$ cat src/rtl/rs_issue_select.sv
// Round-robin pick of one ready RS entry per cycle, two-stage issue/execute pipeline.
// Broadcasts {index, tag, result} two cycles after issue; the ROB stalls via out_stall, and flush kills in-flight work.
module rs_issue_select #(
  parameter int SIZE  = 8,
  parameter int TAG_W = 4,
  parameter int XLEN  = 32
) (
  input  logic                       clk,
  input  logic                       rst,
  input  logic                       flush,
  input  logic [SIZE-1:0]            rs_ready,
  input  logic [SIZE-1:0]            rs_acu,
  input  logic [SIZE-1:0][2:0]       rs_alu_op,
  input  logic [SIZE-1:0][2:0]       rs_cmp_op,
  input  logic [SIZE-1:0][XLEN-1:0]  rs_r1,
  input  logic [SIZE-1:0][XLEN-1:0]  rs_r2,
  input  logic [SIZE-1:0][TAG_W-1:0] rs_tag,
  input  logic                       out_stall,
  output logic [SIZE-1:0]            bc_rdy,
  output logic                       bc_valid,
  output logic [TAG_W-1:0]           bc_tag,
  output logic [XLEN-1:0]            bc_data,
  output logic                       busy
);

  localparam int IW = (SIZE > 1) ? $clog2(SIZE) : 1;

  logic              s1_vld_q, s1_vld_d;
  logic [IW-1:0]     s1_idx_q, s1_idx_d;
  logic [TAG_W-1:0]  s1_tag_q, s1_tag_d;
  logic              s1_acu_q, s1_acu_d;
  logic [2:0]        s1_alu_op_q, s1_alu_op_d;
  logic [2:0]        s1_cmp_op_q, s1_cmp_op_d;
  logic [XLEN-1:0]   s1_r1_q, s1_r1_d;
  logic [XLEN-1:0]   s1_r2_q, s1_r2_d;

  logic              s2_vld_q, s2_vld_d;
  logic [IW-1:0]     s2_idx_q, s2_idx_d;
  logic [TAG_W-1:0]  s2_tag_q, s2_tag_d;
  logic [XLEN-1:0]   s2_res_q, s2_res_d;

  logic [SIZE-1:0]   inflight_q, inflight_d;
  logic [IW-1:0]     rr_ptr_q, rr_ptr_d;

  logic [SIZE-1:0]   elig;
  logic              found;
  logic [IW-1:0]     sel_idx;
  logic [IW-1:0]     cand;
  logic              fire, s2_free, s1_move, s1_free, issue;
  logic [XLEN-1:0]   exe_res;

  // First eligible entry at or after rr_ptr, wrapping; in-flight entries are masked out.
  always_comb begin
    elig    = rs_ready & ~inflight_q;
    found   = 1'b0;
    sel_idx = '0;
    cand    = '0;
    for (int k = 0; k < SIZE; k++) begin
      cand = IW'((int'(rr_ptr_q) + k) % SIZE);
      if (!found && elig[cand]) begin
        found   = 1'b1;
        sel_idx = cand;
      end
    end
  end

  assign fire    = s2_vld_q & ~out_stall & ~flush;
  assign s2_free = ~s2_vld_q | fire;
  assign s1_move = s1_vld_q & s2_free;
  assign s1_free = ~s1_vld_q | s1_move;
  assign issue   = found & ~flush & s1_free;

  always_comb begin
    logic [4:0] shamt;
    logic       lt_s, lt_u, eq, cmp_bit;
    shamt   = s1_r2_q[4:0];
    lt_s    = $signed(s1_r1_q) < $signed(s1_r2_q);
    lt_u    = s1_r1_q < s1_r2_q;
    eq      = s1_r1_q == s1_r2_q;
    cmp_bit = 1'b0;
    exe_res = '0;
    if (s1_acu_q) begin
      case (s1_cmp_op_q)
        3'b000:  cmp_bit = eq;
        3'b001:  cmp_bit = ~eq;
        3'b100:  cmp_bit = lt_s;
        3'b101:  cmp_bit = ~lt_s;
        3'b110:  cmp_bit = lt_u;
        3'b111:  cmp_bit = ~lt_u;
        default: cmp_bit = 1'b0;
      endcase
      exe_res = {{(XLEN-1){1'b0}}, cmp_bit};
    end else begin
      case (s1_alu_op_q)
        3'b000:  exe_res = s1_r1_q + s1_r2_q;
        3'b001:  exe_res = s1_r1_q << shamt;
        3'b010:  exe_res = $signed(s1_r1_q) >>> shamt;
        3'b011:  exe_res = s1_r1_q - s1_r2_q;
        3'b100:  exe_res = s1_r1_q ^ s1_r2_q;
        3'b101:  exe_res = s1_r1_q >> shamt;
        3'b110:  exe_res = s1_r1_q | s1_r2_q;
        default: exe_res = s1_r1_q & s1_r2_q;
      endcase
    end
  end

  always_comb begin
    s1_vld_d    = s1_vld_q;
    s1_idx_d    = s1_idx_q;
    s1_tag_d    = s1_tag_q;
    s1_acu_d    = s1_acu_q;
    s1_alu_op_d = s1_alu_op_q;
    s1_cmp_op_d = s1_cmp_op_q;
    s1_r1_d     = s1_r1_q;
    s1_r2_d     = s1_r2_q;
    s2_vld_d    = s2_vld_q;
    s2_idx_d    = s2_idx_q;
    s2_tag_d    = s2_tag_q;
    s2_res_d    = s2_res_q;
    inflight_d  = inflight_q;
    rr_ptr_d    = rr_ptr_q;

    if (s1_move) begin
      s2_vld_d = 1'b1;
      s2_idx_d = s1_idx_q;
      s2_tag_d = s1_tag_q;
      s2_res_d = exe_res;
    end else if (fire) begin
      s2_vld_d = 1'b0;
    end

    if (fire) inflight_d[s2_idx_q] = 1'b0;

    if (issue) begin
      s1_vld_d    = 1'b1;
      s1_idx_d    = sel_idx;
      s1_tag_d    = rs_tag[sel_idx];
      s1_acu_d    = rs_acu[sel_idx];
      s1_alu_op_d = rs_alu_op[sel_idx];
      s1_cmp_op_d = rs_cmp_op[sel_idx];
      s1_r1_d     = rs_r1[sel_idx];
      s1_r2_d     = rs_r2[sel_idx];
      inflight_d[sel_idx] = 1'b1;
      rr_ptr_d = (sel_idx == IW'(SIZE-1)) ? '0 : sel_idx + IW'(1);
    end else if (s1_move) begin
      s1_vld_d = 1'b0;
    end

    // Flush keeps rr_ptr so the round-robin order survives a pipeline kill.
    if (flush) begin
      s1_vld_d   = 1'b0;
      s2_vld_d   = 1'b0;
      inflight_d = '0;
    end
  end

  always_ff @(posedge clk) begin
    if (rst) begin
      s1_vld_q    <= 1'b0;
      s1_idx_q    <= '0;
      s1_tag_q    <= '0;
      s1_acu_q    <= 1'b0;
      s1_alu_op_q <= '0;
      s1_cmp_op_q <= '0;
      s1_r1_q     <= '0;
      s1_r2_q     <= '0;
      s2_vld_q    <= 1'b0;
      s2_idx_q    <= '0;
      s2_tag_q    <= '0;
      s2_res_q    <= '0;
      inflight_q  <= '0;
      rr_ptr_q    <= '0;
    end else begin
      s1_vld_q    <= s1_vld_d;
      s1_idx_q    <= s1_idx_d;
      s1_tag_q    <= s1_tag_d;
      s1_acu_q    <= s1_acu_d;
      s1_alu_op_q <= s1_alu_op_d;
      s1_cmp_op_q <= s1_cmp_op_d;
      s1_r1_q     <= s1_r1_d;
      s1_r2_q     <= s1_r2_d;
      s2_vld_q    <= s2_vld_d;
      s2_idx_q    <= s2_idx_d;
      s2_tag_q    <= s2_tag_d;
      s2_res_q    <= s2_res_d;
      inflight_q  <= inflight_d;
      rr_ptr_q    <= rr_ptr_d;
    end
  end

  always_comb begin
    bc_rdy = '0;
    if (fire) bc_rdy[s2_idx_q] = 1'b1;
  end

  assign bc_valid = s2_vld_q & ~flush;
  assign bc_tag   = s2_tag_q;
  assign bc_data  = s2_res_q;
  assign busy     = s1_vld_q | s2_vld_q;

endmodule
$ cat config.mk
export PLATFORM = sky130hd
export DESIGN_NAME = rs_issue_select
export DESIGN_NICKNAME = d
export VERILOG_FILES = /design/src/rtl/rs_issue_select.sv
export SDC_FILE = /design/constraint.sdc
export NUM_CORES = 1
export LEC_CHECK = 0
export ABC_CLOCK_PERIOD_IN_PS = 6850
export CORE_AREA = 2 2 253 255
export CTS_BUF_LIST = sky130_fd_sc_hd__clkbuf_2 sky130_fd_sc_hd__clkbuf_4 sky130_fd_sc_hd__clkbuf_8
export DETAILED_ROUTE_END_ITERATION = 7
export DIE_AREA = 0 0 255 257
export PLACE_DENSITY = 0.59
export SYNTH_ARGS = -nofsm -noshare
export SYNTH_HDL_FRONTEND = slang
export SYNTH_SLANG_ARGS = --single-unit
$ cat constraint.sdc
create_clock -name clk -period 6.85 [get_ports clk]
set_input_delay 0.685 -clock clk [delete_from_list [all_inputs] [get_ports clk]]
set_output_delay 0.685 -clock clk [all_outputs]
set_load 0.02 [all_outputs]
After elaboration in Yosys (flattened, before gate mapping) --
Index checks and enable logic that the tools add are counted.
Operators by class: add/subtract/negate cells 10, $lt $le $gt $ge 14, eq/ne operators 13, shift-type cells 3, multiplexer cells 59, bitwise operators 24, reductions and logical operators 21
Operators with widths (number):
- case mux 32 bit (7 select lines) | 1
- binary-select mux 32 bit (select 3 bit) | 2
- 2-to-1 mux 32 bit | 3
- less-than comparator 32 bit | 2
- less-than comparator 3 x 4 -> 1 bit (second input constant) | 10
- 2-to-1 mux 3 bit | 11
- adder 32 bit | 1
- AND 32 bit | 1
- equality test 32 bit | 1
- bitwise OR 32 bit | 1
- << shifter 32 x 5 -> 32 bit | 1
- >> shifter 32 x 5 -> 32 bit | 1
- >>> shifter 32 x 5 -> 32 bit | 1
- subtractor 32 bit | 1
- bitwise XOR 32 bit | 1
- binary-select mux 1 bit (select 3 bit) | 9
- equality test 3 bit (second input constant) | 8
- 2-to-1 mux 8 bit | 3
- 2-to-1 mux 1 bit | 23
- binary-select mux 3 bit (select 3 bit) | 2
- AND 8 bit | 2
- inverter 8 bit | 2
- adder 3 bit (second input constant) | 4
- binary-select mux 4 bit (select 3 bit) | 1
- other kinds (17) | 52
Storage, ports and cells: register bits 130, bits of input ports 612

Logic depth before layout (Yosys ltp) --
Gate-level depths: netlist (run 1).
depth in word-level cells 32, depth in mapped cells 17, depth with buffers taken out 14

Least setup slack after synthesis (run 1) --
No wires, ideal clock.
path type reg-to-reg, start point register s1_r2_q[2], end point register s2_res_q[31] (netlist: bc_data[31]), library setup time 0.086 ns, data arrival time 4.319 ns, setup slack 2.445 ns, cell stages (with the launch flop) 18, buffers on the path 4, period minus slack after synthesis 4.405 ns, cell sequence dfxtp_1 -> clkinv_1 -> buf_1 -> buf_1 -> clkbuf_1 -> ha_1 -> clkbuf_1 -> inv_1 -> a21oi_1 -> o31ai_1 -> and2_1 -> a221o_1 -> o31ai_1 -> o22ai_1 -> nor3_1 -> o311ai_0 -> o2111a_1 -> a211oi_1
Between the ends: cells in the longest elaborated chain, start to end 3, elaborated cells between the ends (all ways) 7
RTL lines:
- start: declaration | RTL line 35 | logic [XLEN-1:0] s1_r2_q, s1_r2_d;
- start signal: assignment | RTL line 181 | s1_r2_q <= s1_r2_d;
- subtractor 32 bit, or another cell as far along | RTL line 98 | 3'b011: exe_res = s1_r1_q - s1_r2_q;
- case mux 32 bit (7 select lines) * | RTL line 94 | case (s1_alu_op_q)
- 2-to-1 mux 32 bit * | RTL line 82 | if (s1_acu_q) begin
- end signal: assignment | RTL line 185 | s2_res_q <= s2_res_d;
- end: declaration | RTL line 40 | logic [XLEN-1:0] s2_res_q, s2_res_d;
Mark *: on every way between the ends. The rest lies on a longest branch, timed or not. A chain may end at the register's enable or synchronous reset.

Final worst setup path (run 1) --
start point register s1_r1_q[16], end point register s2_res_q[27] (netlist: bc_data[27])
Between the ends: cells in the longest elaborated chain, start to end 3, elaborated cells between the ends (all ways) 7
RTL lines:
- start: declaration | RTL line 34 | logic [XLEN-1:0] s1_r1_q, s1_r1_d;
- start signal: assignment | RTL line 180 | s1_r1_q <= s1_r1_d;
- subtractor 32 bit, or another cell as far along | RTL line 98
- case mux 32 bit (7 select lines) * | RTL line 94
- 2-to-1 mux 32 bit * | RTL line 82
Marked as above.

==> flow_summary_export.csv, run 1 <==
group,metric,value,unit
synthesis,synth_top_family_by_area,"compound AO/OA/AOI/OAI gates",
power_and_ir_drop,swShare,62.3,%
synthesis,synth-seq-area-share,13.7,%
floorplan,dieArea,65500,sq um
grt,grt_pass1_vias,23100,
critical_path,path_max_fanout,12,
sta,finalHoldViolCount,0,
place,gp_congestion,1.09,
sta,finalSetupViolCount,0,
routing,post_drt_wl_per_cell,28.9,um
clocking,cts_tree,"yes",
power_and_ir_drop,p_leak,9.94,nW
critical_path,r2r_slack,1.62,ns
synthesis,synth_top_area_cell,"dfxtp_1",
clocking,cts_root_buffer,"clkbuf_8",
grt,grt_first_pass_wirelength,164000,um
clocking,cts_sinks,130,
synthesis,synth_most_common_cell,"nand2_1",
power_and_ir_drop,peakVddDrop,0.556,mV
grt,antenna_found_initial,6,
critical_path,crit_type,"flip-flop to flip-flop",
critical_path,cp-end-kind,"flip-flop",
routing,wl,116000,um
layout,design_area,26600,sq um
power_and_ir_drop,intPower,0.00578,W
power_and_ir_drop,finalPower,0.0153,W
floorplan,rows,92,
clocking,clock_latency,0.55,ns
synthesis,synth_fa_ha_area_share,7.45,%
clocking,holdBufCountCts,0,
sta,finalCritPeriodShare,76.4,%
synthesis,synthMuxAreaShare,14.3,%
floorplan,fp.dieW,255,um
critical_path,slowest_stage,"a2111oi_0",
routing,vias,24100,
critical_path,r2r_end,"bc_data[27]$_SDFFE_PP0P_",
clocking,cts_max_level,4,
clocking,clock_path_buffers,2,
floorplan,die_h,257,um
synthesis,ys_ff_latch,130,
routing,drtIter0Drc,3062,
power_and_ir_drop,power_frac_seq,10.1,%
sta,fin_skew,0.0222,ns
floorplan,num_io_pins,658,
synthesis,synth-edff-count,0,
critical_path,reg2regPathDepth,13,
synthesis,synth_common_cells,"nand2_1 (399), a21oi_1 (340), nor2_1 (219)",
run,drv_cap,0,
synthesis,synthesis.nets,3361,
place,place_area,26200,sq um
synthesis,synth_simple_gate_area_share,19.3,%
synthesis,syn-cell-area,19000,sq um
routing,drc_errors,12,
floorplan,initial_core_util,30.3,%
critical_path,path_cells,"inv_1 > ha_1 > a21o_1 > a21oi_1 > o21ai_0 > a2111oi_0 > o32ai_1 > a41oi_1 > nand2b_1 > a21oi_1 > a32oi_1 > a2111oi_0 > o21ai_0",
sta,fmax,191,MHz
layout,drive_gt1_share,8.50,%
synthesis,ys.flop_type,"dfxtp_1",
outcome,outcome,"finished with violations",
place,placed_cells,3978,
synthesis,synth_compound_area_share,36.9,%
hold_path,hold_path_class,"flip-flop to flip-flop",
synthesis,synth_area_leaders,"dfxtp_1 (14%), a21oi_1 (8.9%), mux2i_1 (8.5%)",
synthesis,ys.warnings.count,0,
clocking,ctsResizeCount,0,
synthesis,syn_area_per_cell,7.21,sq um
clocking,numCtsBuffers,17,
clocking,postCtsSetupBuffers,0,
synthesis,synthXorXnorAreaFrac,0.763,%
routing,first_pass_iters,8,
grt,grt_overflow,0,
critical_path,start_kind,"flip-flop",
outcome,violations,"design-rule violations",
power_and_ir_drop,clockPowerShare,4.5,%
synthesis,synth_top_area_share,13.7,%
hold_path,holdPathEnd,"bc_data[12]$_SDFFE_PP0P_",
layout,synthToLayoutAreaGrowth,39.7,%
power_and_ir_drop,p_comb_share,85.4,%
critical_path,r2r_start,"s1_r1_q[16]$_SDFFE_PP0P_",
critical_path,crit_arrival,5.62,ns
sta,whs,0.445,ns
grt,grt_usage,34.1,%
sta,tns,0,ns
power_and_ir_drop,switchingPower,0.00954,W
sta,tightest_slew,1.15,ns
routing,viasPerCell,6.01,
place,numPortBuffers,657,
synthesis,async_reset_ff_share,0,%
sta,fin_crit,5.23,ns
place,dp_hpwl,93300,um
critical_path,crit_required,7.23,ns
clocking,cts.clk_slew.worst_paths,0.08,ns
synthesis,postSynthCellCount,2637,
sta,max_slew_margin,22.9,%
synthesis,yosysUniqueCellTypes,86,
sta,rsz0062_at_grt,"no",
hold_path,hp-start,"bc_data[12]$_SDFFE_PP0P_",
critical_path,max_stage_delay,0.80,ns
sta,slew_viol_final,0,
floorplan,coreArea,62700,sq um
layout,layout.nets,3875,
hold_path,min_path_cells,2,
routing,ant_nets,0,
layout,final_cells,4012,
grt,grt_max_degree,117,
power_and_ir_drop,p_per_area,577,nW/um^2
stage by stage:
step	setup slack [ns]	utilization, %
finish	1.62	42.3
global route	1.59	42.3
CTS	1.87	42.3
detailed placement	1.64	41.7
global placement	1.65	41.7
floorplan	2.44	-
cell type report:
class	instances	area, sq um
Timing Repair Buffer	714	7060
Sequential cell	130	2610
Clock buffer	21	277
Fill cell	6574	36200
Tap cell	846	1060
Multi-Input combinational cell	2176	15000
Inverter	112	424
Clock inverter	11	108
Antenna cell	2	5.00
state kept, by name, summed over array words and instances (netlist names):
name and flops:
s1_idx_q 3, s1_vld_q 1, s1_acu_q 1, s1_alu_op_q 3, s1_r2_q 32, s1_r1_q 32
inflight_q 8, bc_data 32, bc_tag 4, s1_tag_q 4, rr_ptr_q 3, s2_vld_q 1
s2_idx_q 3, s1_cmp_op_q 3
layout by cell type, fill, tap and decap left out, types with 21 or more instances in the layout:
cell type / instances
clkdlybuf4s50_1: 656
nand2_1: 399
a21oi_1: 340
nor2_1: 216
o21ai_0: 186
mux2i_1: 162
dfxtp_1: 126
ha_1: 110
inv_1: 104
a211oi_1: 61
a221oi_2: 59
buf_4: 53
mux4_2: 45
nor3_1: 39
o22ai_1: 33
nand2b_1: 31
o221ai_1: 30
o2bb2ai_1: 30
o211ai_1: 28
a22o_1: 27
a21o_1: 26
a221oi_1: 26
nor4_1: 24
a211o_1: 21
nand3_1: 21
cell families after synthesis:
kind of cell | count (synthesis)
AND/OR/NAND/NOR | 826
multiplexers | 215
flip-flops | 130
buffers and inverters | 331
adder cells (fa/ha/maj) | 112
AO/OA/AOI/OAI | 1009
XOR/XNOR | 14
worst max path at each step:
stage / end / startpoint / cells after the start
5_1_grt: bc_data[27]$_SDFFE_PP0P_ / s1_r2_q[1]$_SDFFE_PP0P_ / 13
3_3_place_gp: s1_r2_q[0]$_SDFFE_PP0P_ / rs_ready[6] / 13
4_1_cts: bc_data[27]$_SDFFE_PP0P_ / s1_r2_q[1]$_SDFFE_PP0P_ / 13
3_5_place_dp: s1_r2_q[1]$_SDFFE_PP0P_ / rs_ready[6] / 13
2_1_floorplan: bc_data[31]$_SDFFE_PP0P_ / s1_r2_q[2]$_SDFFE_PP0P_ / 17
6_report: bc_data[27]$_SDFFE_PP0P_ / s1_r1_q[16]$_SDFFE_PP0P_ / 13
worst max-delay path: cells and delay by family (launching register included):
family	cells	cell delay, ns
AOI/OAI and AO/OA	10	3.25
DFF	1	0.76
adders and majority gates	1	0.55
buffers and inverters	1	0.37
and+or+nand+nor	1	0.14
power groups by stage:
stage	Combinational, W	Clock (W)	Sequential, W
after floorplan	0.00861	0	0.00135
after global routing	0.0138	0.000724	0.00155
after global placement	0.0127	0	0.00153
after CTS	0.0127	0.000702	0.00151
after detailed placement	0.0127	0	0.00153
final	0.0131	0.000686	0.00154
routing by layer:
metal	routed length, um	global-route usage (%)	vias to the layer above
met3	10800	7.66	235
li1	-	-	10900
met4	5050	13.5	4
met1	48100	45.6	11600
met2	51900	52.9	1454
met5	27	0	-
Note: power is estimated with default switching activity, not from simulation.
==> run 2: changes to the inputs <==
Settings changed: ABC_CLOCK_PERIOD_IN_PS 6850 to 4700, CORE_AREA 2 2 253 255 to 2 2 255 257, DIE_AREA 0 0 255 257 to 0 0 257 259, PLACE_DENSITY 0.59 to 0.61.
Clock period 6.85 ns to 4.7 ns, I/O delays scaled along.
==> flow_summary_export.csv, run 2 (same netlist as run 1, synthesis figures left out) <==
group,metric,value,unit
grt,antenna_found_initial,9,
sta,fin_skew,0.0172,ns
clocking,cts_tree,"yes",
critical_path,crit_arrival,4.90,ns
layout,design_area,27800,sq um
power_and_ir_drop,swShare,60.6,%
clocking,clock_latency,0.55,ns
routing,ant_nets,0,
critical_path,path_max_fanout,8,
grt,grt_usage,35.3,%
clocking,ctsResizeCount,0,
hold_path,hp-start,"rst",
layout,layout.nets,4018,
sta,slew_viol_final,0,
power_and_ir_drop,clockPowerShare,3.9,%
sta,tightest_slew,1.10,ns
grt,grt_max_degree,96,
grt,grt_first_pass_wirelength,172000,um
routing,viasPerCell,5.99,
layout,final_common_cell,"clkdlybuf4s50_1",
place,place_area,27400,sq um
floorplan,die_h,259,um
critical_path,cp_common_cell,"buf_4",
layout,drive_gt1_share,12.4,%
critical_path,start_kind,"flip-flop",
clocking,numCtsBuffers,17,
floorplan,coreArea,63900,sq um
place,numPortBuffers,657,
floorplan,initial_core_util,29.8,%
layout,final_cells,4169,
layout,final-seq-area,2610,sq um
sta,rsz0062_at_grt,"no",
place,placed_cells,4130,
place,dp_hpwl,101000,um
hold_path,hold_path_class,"primary input to flip-flop",
floorplan,fp.dieW,257,um
power_and_ir_drop,p_leak,10.7,nW
power_and_ir_drop,power_frac_seq,8.5,%
sta,finalSetupViolCount,0,
clocking,cts_max_level,4,
routing,drtIter0Drc,3156,
clocking,clock_path_buffers,2,
critical_path,crit_type,"flip-flop to flip-flop",
clocking,holdBufCountCts,0,
grt,grt_pass1_vias,23700,
power_and_ir_drop,switchingPower,0.0148,W
critical_path,crit_path_start,"rr_ptr_q[1]$_SDFFE_PP0P_",
clocking,cts_sinks,130,
sta,fmax,225,MHz
routing,post_drt_wl_per_cell,29.6,um
critical_path,cp-end-kind,"flip-flop",
clocking,cts.clk_slew.worst_paths,0.09,ns
routing,drc_errors,0,
power_and_ir_drop,p_comb_share,87.7,%
floorplan,dieArea,66600,sq um
sta,max_slew_margin,26.6,%
clocking,cts_root_buffer,"clkbuf_8",
routing,wl,123000,um
floorplan,num_io_pins,658,
run,drv_cap,0,
grt,grt_overflow,0,
power_and_ir_drop,p_per_area,876,nW/um^2
floorplan,rows,93,
routing,first_pass_iters,6,
critical_path,slowest_stage,"o21ai_0",
sta,finalHoldViolCount,0,
power_and_ir_drop,intPower,0.00958,W
outcome,outcome,"complete, no violations",
layout,synthToLayoutAreaGrowth,46.0,%
sta,fin_crit,4.44,ns
layout,multi_input_area,15000,sq um
critical_path,r2r_start,"rr_ptr_q[1]$_SDFFE_PP0P_",
place,gp_congestion,1.06,
critical_path,max_stage_delay,0.47,ns
critical_path,path_cells,"ha_1 > xor2_1 > mux4_2 > mux2_2 > a211oi_2 > buf_4 > o2bb2ai_1 > and2_4 > nand2_1 > buf_4 > o21ai_0 > a21oi_1 > a221oi_2",
sta,finalCritPeriodShare,94.4,%
clocking,postCtsSetupBuffers,0,
layout,fillers,6634,
critical_path,crit_required,5.17,ns
routing,vias,25000,
power_and_ir_drop,peakVddDrop,1.09,mV
layout,final_cell_mix,"clkdlybuf4s50_1 (656), nand2_1 (399), a21oi_1 (340)",
run 2: cell count changes in the layout (fill, tap and decap cells not counted), sizes merged:
cell      previous run  this run
buf                 58       201
clkbuf              21        17
bufinv               1         0
clkinvlp             5         6
clkinv               8         7
inv                109       113
diode                2         8
run 2: power groups by stage:
stage / clock network (W) / registers (W) / logic [W]
after floorplan: 0 / 0.00196 / 0.0125
after global placement: 0 / 0.00206 / 0.0208
after detailed placement: 0 / 0.00206 / 0.0206
after CTS: 0.000965 / 0.00204 / 0.0207
after global routing: 0.00100 / 0.00209 / 0.0224
final: 0.000942 / 0.00206 / 0.0213
run 2: final timing paths:
kind / slack [ns] / endpoint / cells past startpoint
setup / recovery: 0.26 / s1_r2_q[7]$_SDFFE_PP0P_ / 13
hold / removal: 0.43 / bc_data[8]$_SDFFE_PP0P_ / 2
setup reg to reg: 0.26 / s1_r2_q[7]$_SDFFE_PP0P_ / 13
hold reg to reg: 0.44 / bc_data[12]$_SDFFE_PP0P_ / 2
run 2: area by class of cell:
class                           instances  share of cell area (%)
Tap cell                              855                    3.85
Inverter                              112                    1.53
Clock buffer                           17                   0.842
Multi-Input combinational cell       2176                    54.0
Timing Repair Buffer                  857                    29.9
Antenna cell                            8                  0.0721
Sequential cell                       130                    9.40
Clock inverter                         14                   0.387
run 2: worst max-delay path: cells and delay by family (launching register included):
family | cells | cell delay [ns]
buffers and inverters | 2 | 0.53
and+or+nand+nor | 2 | 0.75
DFF | 1 | 0.43
AOI/OAI and AO/OA | 5 | 1.37
muxes | 2 | 0.70
xor gates and xnor gates | 1 | 0.31
adders and majority gates | 1 | 0.27
run 2: stage by stage:
| step | TNS [ns] | hold slack [ns] | setup WS (ns) | utilization [%] | power, W |
|---|---|---|---|---|---|
| after floorplan | 0 | 0.432 | 0.295 | - | 0.0145 |
| after global placement | -0.0366 | 0.429 | -0.0366 | 42.9 | 0.0228 |
| after detailed placement | -0.0665 | 0.431 | -0.0665 | 42.9 | 0.0227 |
| after CTS | 0 | 0.395 | 0.296 | 43.4 | 0.0237 |
| after global routing | 0 | 0.426 | 0.195 | 43.5 | 0.0255 |
| final | 0 | 0.435 | 0.262 | 43.5 | 0.0243 |
run 2: metal layers:
metal  global-route usage [%]  vias up  part of all wire (%)
met5                        0        -                0.0089
met4                     14.6        2                   4.6
met3                     7.36      221                   9.2
met2                     54.4     1566                    44
met1                     47.9    12000                    42
li1                         -    11100                     -
==> run 3: changes to the inputs <==
Settings changed: ABC_CLOCK_PERIOD_IN_PS 4700 to 4200, CORE_AREA 2 2 255 257 to 2 2 256 258, CTS_BUF_LIST sky130_fd_sc_hd__clkbuf_2 sky130_fd_sc_hd__clkbuf_4 sky130_fd_sc_hd__clkbuf_8 to sky130_fd_sc_hd__clkbuf_8, DIE_AREA 0 0 257 259 to 0 0 258 260, PLACE_DENSITY 0.61 to 0.58.
Clock period 4.7 ns to 4.2 ns, I/O delays scaled along.
==> flow_summary_export.csv, run 3 (same netlist as run 1, synthesis figures left out) <==
group,metric,value,unit
power_and_ir_drop,switchingPower,0.0171,W
power_and_ir_drop,peakVddDrop,0.709,mV
clocking,clock_latency,0.56,ns
clocking,cts_tree,"yes",
routing,wl,124000,um
sta,tightest_slew,1.14,ns
floorplan,initial_core_util,29.7,%
layout,layout.nets,4175,
clocking,postCtsSetupBuffers,0,
critical_path,start_kind,"flip-flop",
grt,busiest_layer,"met2",
clocking,cts_sinks,130,
clocking,cts_root_buffer,"clkbuf_8",
critical_path,path_max_fanout,5,
sta,tns,0,ns
layout,drive_gt1_share,16.6,%
layout,design_area,29200,sq um
clocking,cts.clk_slew.worst_paths,0.10,ns
routing,first_pass_iters,8,
grt,antenna_found_initial,6,
routing,drtIter0Drc,3260,
layout,final_cell_mix,"clkdlybuf4s50_1 (656), nand2_1 (399), a21oi_1 (338)",
critical_path,path_cells,"inv_1 > ha_1 > fa_1 > o21bai_1 > buf_4 > nand2_1 > a21boi_0 > a21boi_1 > o221ai_1 > buf_4 > o211a_1 > nor2_1 > a221o_1 > a221oi_1 > o21ai_0",
critical_path,r2r_start,"s1_r1_q[0]$_SDFFE_PP0P_",
critical_path,max_stage_delay,0.56,ns
floorplan,die_h,260,um
power_and_ir_drop,power_frac_seq,7.5,%
power_and_ir_drop,p_leak,11.5,nW
grt,grt_usage,35.3,%
sta,fin_skew,0.0235,ns
clocking,numCtsBuffers,17,
critical_path,crit_arrival,4.58,ns
sta,finalCritPeriodShare,99.3,%
grt,grt_first_pass_wirelength,174000,um
routing,drc_errors,0,
sta,max_slew_margin,24.1,%
power_and_ir_drop,p_per_area,1020,nW/um^2
layout,synthToLayoutAreaGrowth,53.3,%
critical_path,crit_required,4.61,ns
floorplan,fp.dieW,258,um
power_and_ir_drop,intPower,0.0125,W
grt,use_met3,9.04,%
sta,fmax,240,MHz
critical_path,crit_type,"flip-flop to flip-flop",
floorplan,dieArea,67100,sq um
clocking,holdBufCountCts,0,
place,dp_hpwl,102000,um
run,drv_cap,0,
critical_path,crit_path_start,"s1_r1_q[0]$_SDFFE_PP0P_",
place,place_area,28700,sq um
grt,met2_usage,55.1,%
power_and_ir_drop,clockPowerShare,3.9,%
floorplan,rows,93,
critical_path,slowest_stage,"a221oi_1",
grt,met1_usage,46.5,%
layout,fillers,6515,
routing,vias,25600,
routing,post_drt_wl_per_cell,28.8,um
sta,finalHoldViolCount,0,
hold_path,hp-start,"rst",
power_and_ir_drop,p_comb_share,88.6,%
floorplan,coreArea,64100,sq um
grt,grt_max_degree,100,
sta,fin_crit,4.17,ns
sta,finalSetupViolCount,0,
clocking,clock_path_buffers,2,
power_and_ir_drop,swShare,57.9,%
grt,grt_pass1_vias,24300,
floorplan,num_io_pins,658,
routing,ant_nets,0,
outcome,outcome,"complete, no violations",
critical_path,cp-end-kind,"flip-flop",
clocking,cts_max_level,4,
place,gp_congestion,1.10,
routing,viasPerCell,5.92,
sta,slew_viol_final,0,
place,numPortBuffers,657,
layout,final_common_cell,"clkdlybuf4s50_1",
hold_path,hold_path_class,"primary input to flip-flop",
critical_path,cp_common_cell,"buf_4",
grt,grt_overflow,0,
-- run 3: cell count changes in the layout (fill, tap and decap cells not counted), sizes merged --
cell	delta
buf	+155
clkinvlp	-3
nor2	+2
inv	+3
bufinv	+1
diode	-4
-- run 3: path summary, 6_finish.rpt --
kind	end	slack, ns	cells after the start
max reg2reg	bc_data[28]$_SDFFE_PP0P_	0.03	15
min	bc_tag[3]$_SDFFE_PP0P_	0.34	2
max	bc_data[28]$_SDFFE_PP0P_	0.03	15
min reg2reg	bc_data[12]$_SDFFE_PP0P_	0.44	2
-- run 3: through the flow --
stage	cells	power [W]	utilization (%)	hold slack [ns]	worst slack [ns]
finish	4323	0.0296	45.5	0.342	0.0306
global route	4320	0.0309	45.5	0.321	-0.0379
CTS	4317	0.0287	45.3	0.313	0.0208
detailed placement	4285	0.0274	44.7	0.436	-0.308
global placement	4285	0.0275	44.7	0.431	-0.291
floorplan	2637	0.0162	-	0.432	0.0754
-- run 3: timing repair --
action / in CTS / in global routing
setup endpoints to repair: 2 / 53
gates cloned: 0 / 2
pin swaps: 0 / 2
gates resized for setup: 2 / 13
-- run 3: worst max-delay path, delay by kind of cell, from the launching register on --
kind                       cells  cell delay, ns
and+or+nand+nor                2            0.14
DFF                            1            0.35
buffers and inverters          3            0.46
adders and majority gates      2            0.69
AOI/OAI and AO/OA              8            2.36
-- run 3: routing by layer --
layer	part of all wire (%)	wire length [um]	up-vias
li1	-	-	11400
met5	0.083	103	-
met1	41	50500	12300
met3	10	12500	264
met2	45	55900	1594
met4	4.3	5370	8
-- run 3: cell type report --
class | instances | area (sq um) | area share, %
sequential | 130 | 2610 | 8.95
clock buffer | 17 | 234 | 0.803
inverter | 112 | 424 | 1.45
timing repair buffer | 1012 | 9580 | 32.9
antenna | 4 | 10.0 | 0.0343
tap | 855 | 1070 | 3.67
clock inverter | 15 | 145 | 0.498
multi-input combinational | 2178 | 15100 | 51.7
-- run 3: power groups by stage --
stage               registers [W]  clock network, W  logic, W
floorplan                 0.00220                 0    0.0140
global placement          0.00222                 0    0.0253
detailed placement        0.00222                 0    0.0252
CTS                       0.00220           0.00118    0.0253
global route              0.00225           0.00122    0.0274
finish                    0.00222           0.00116    0.0262
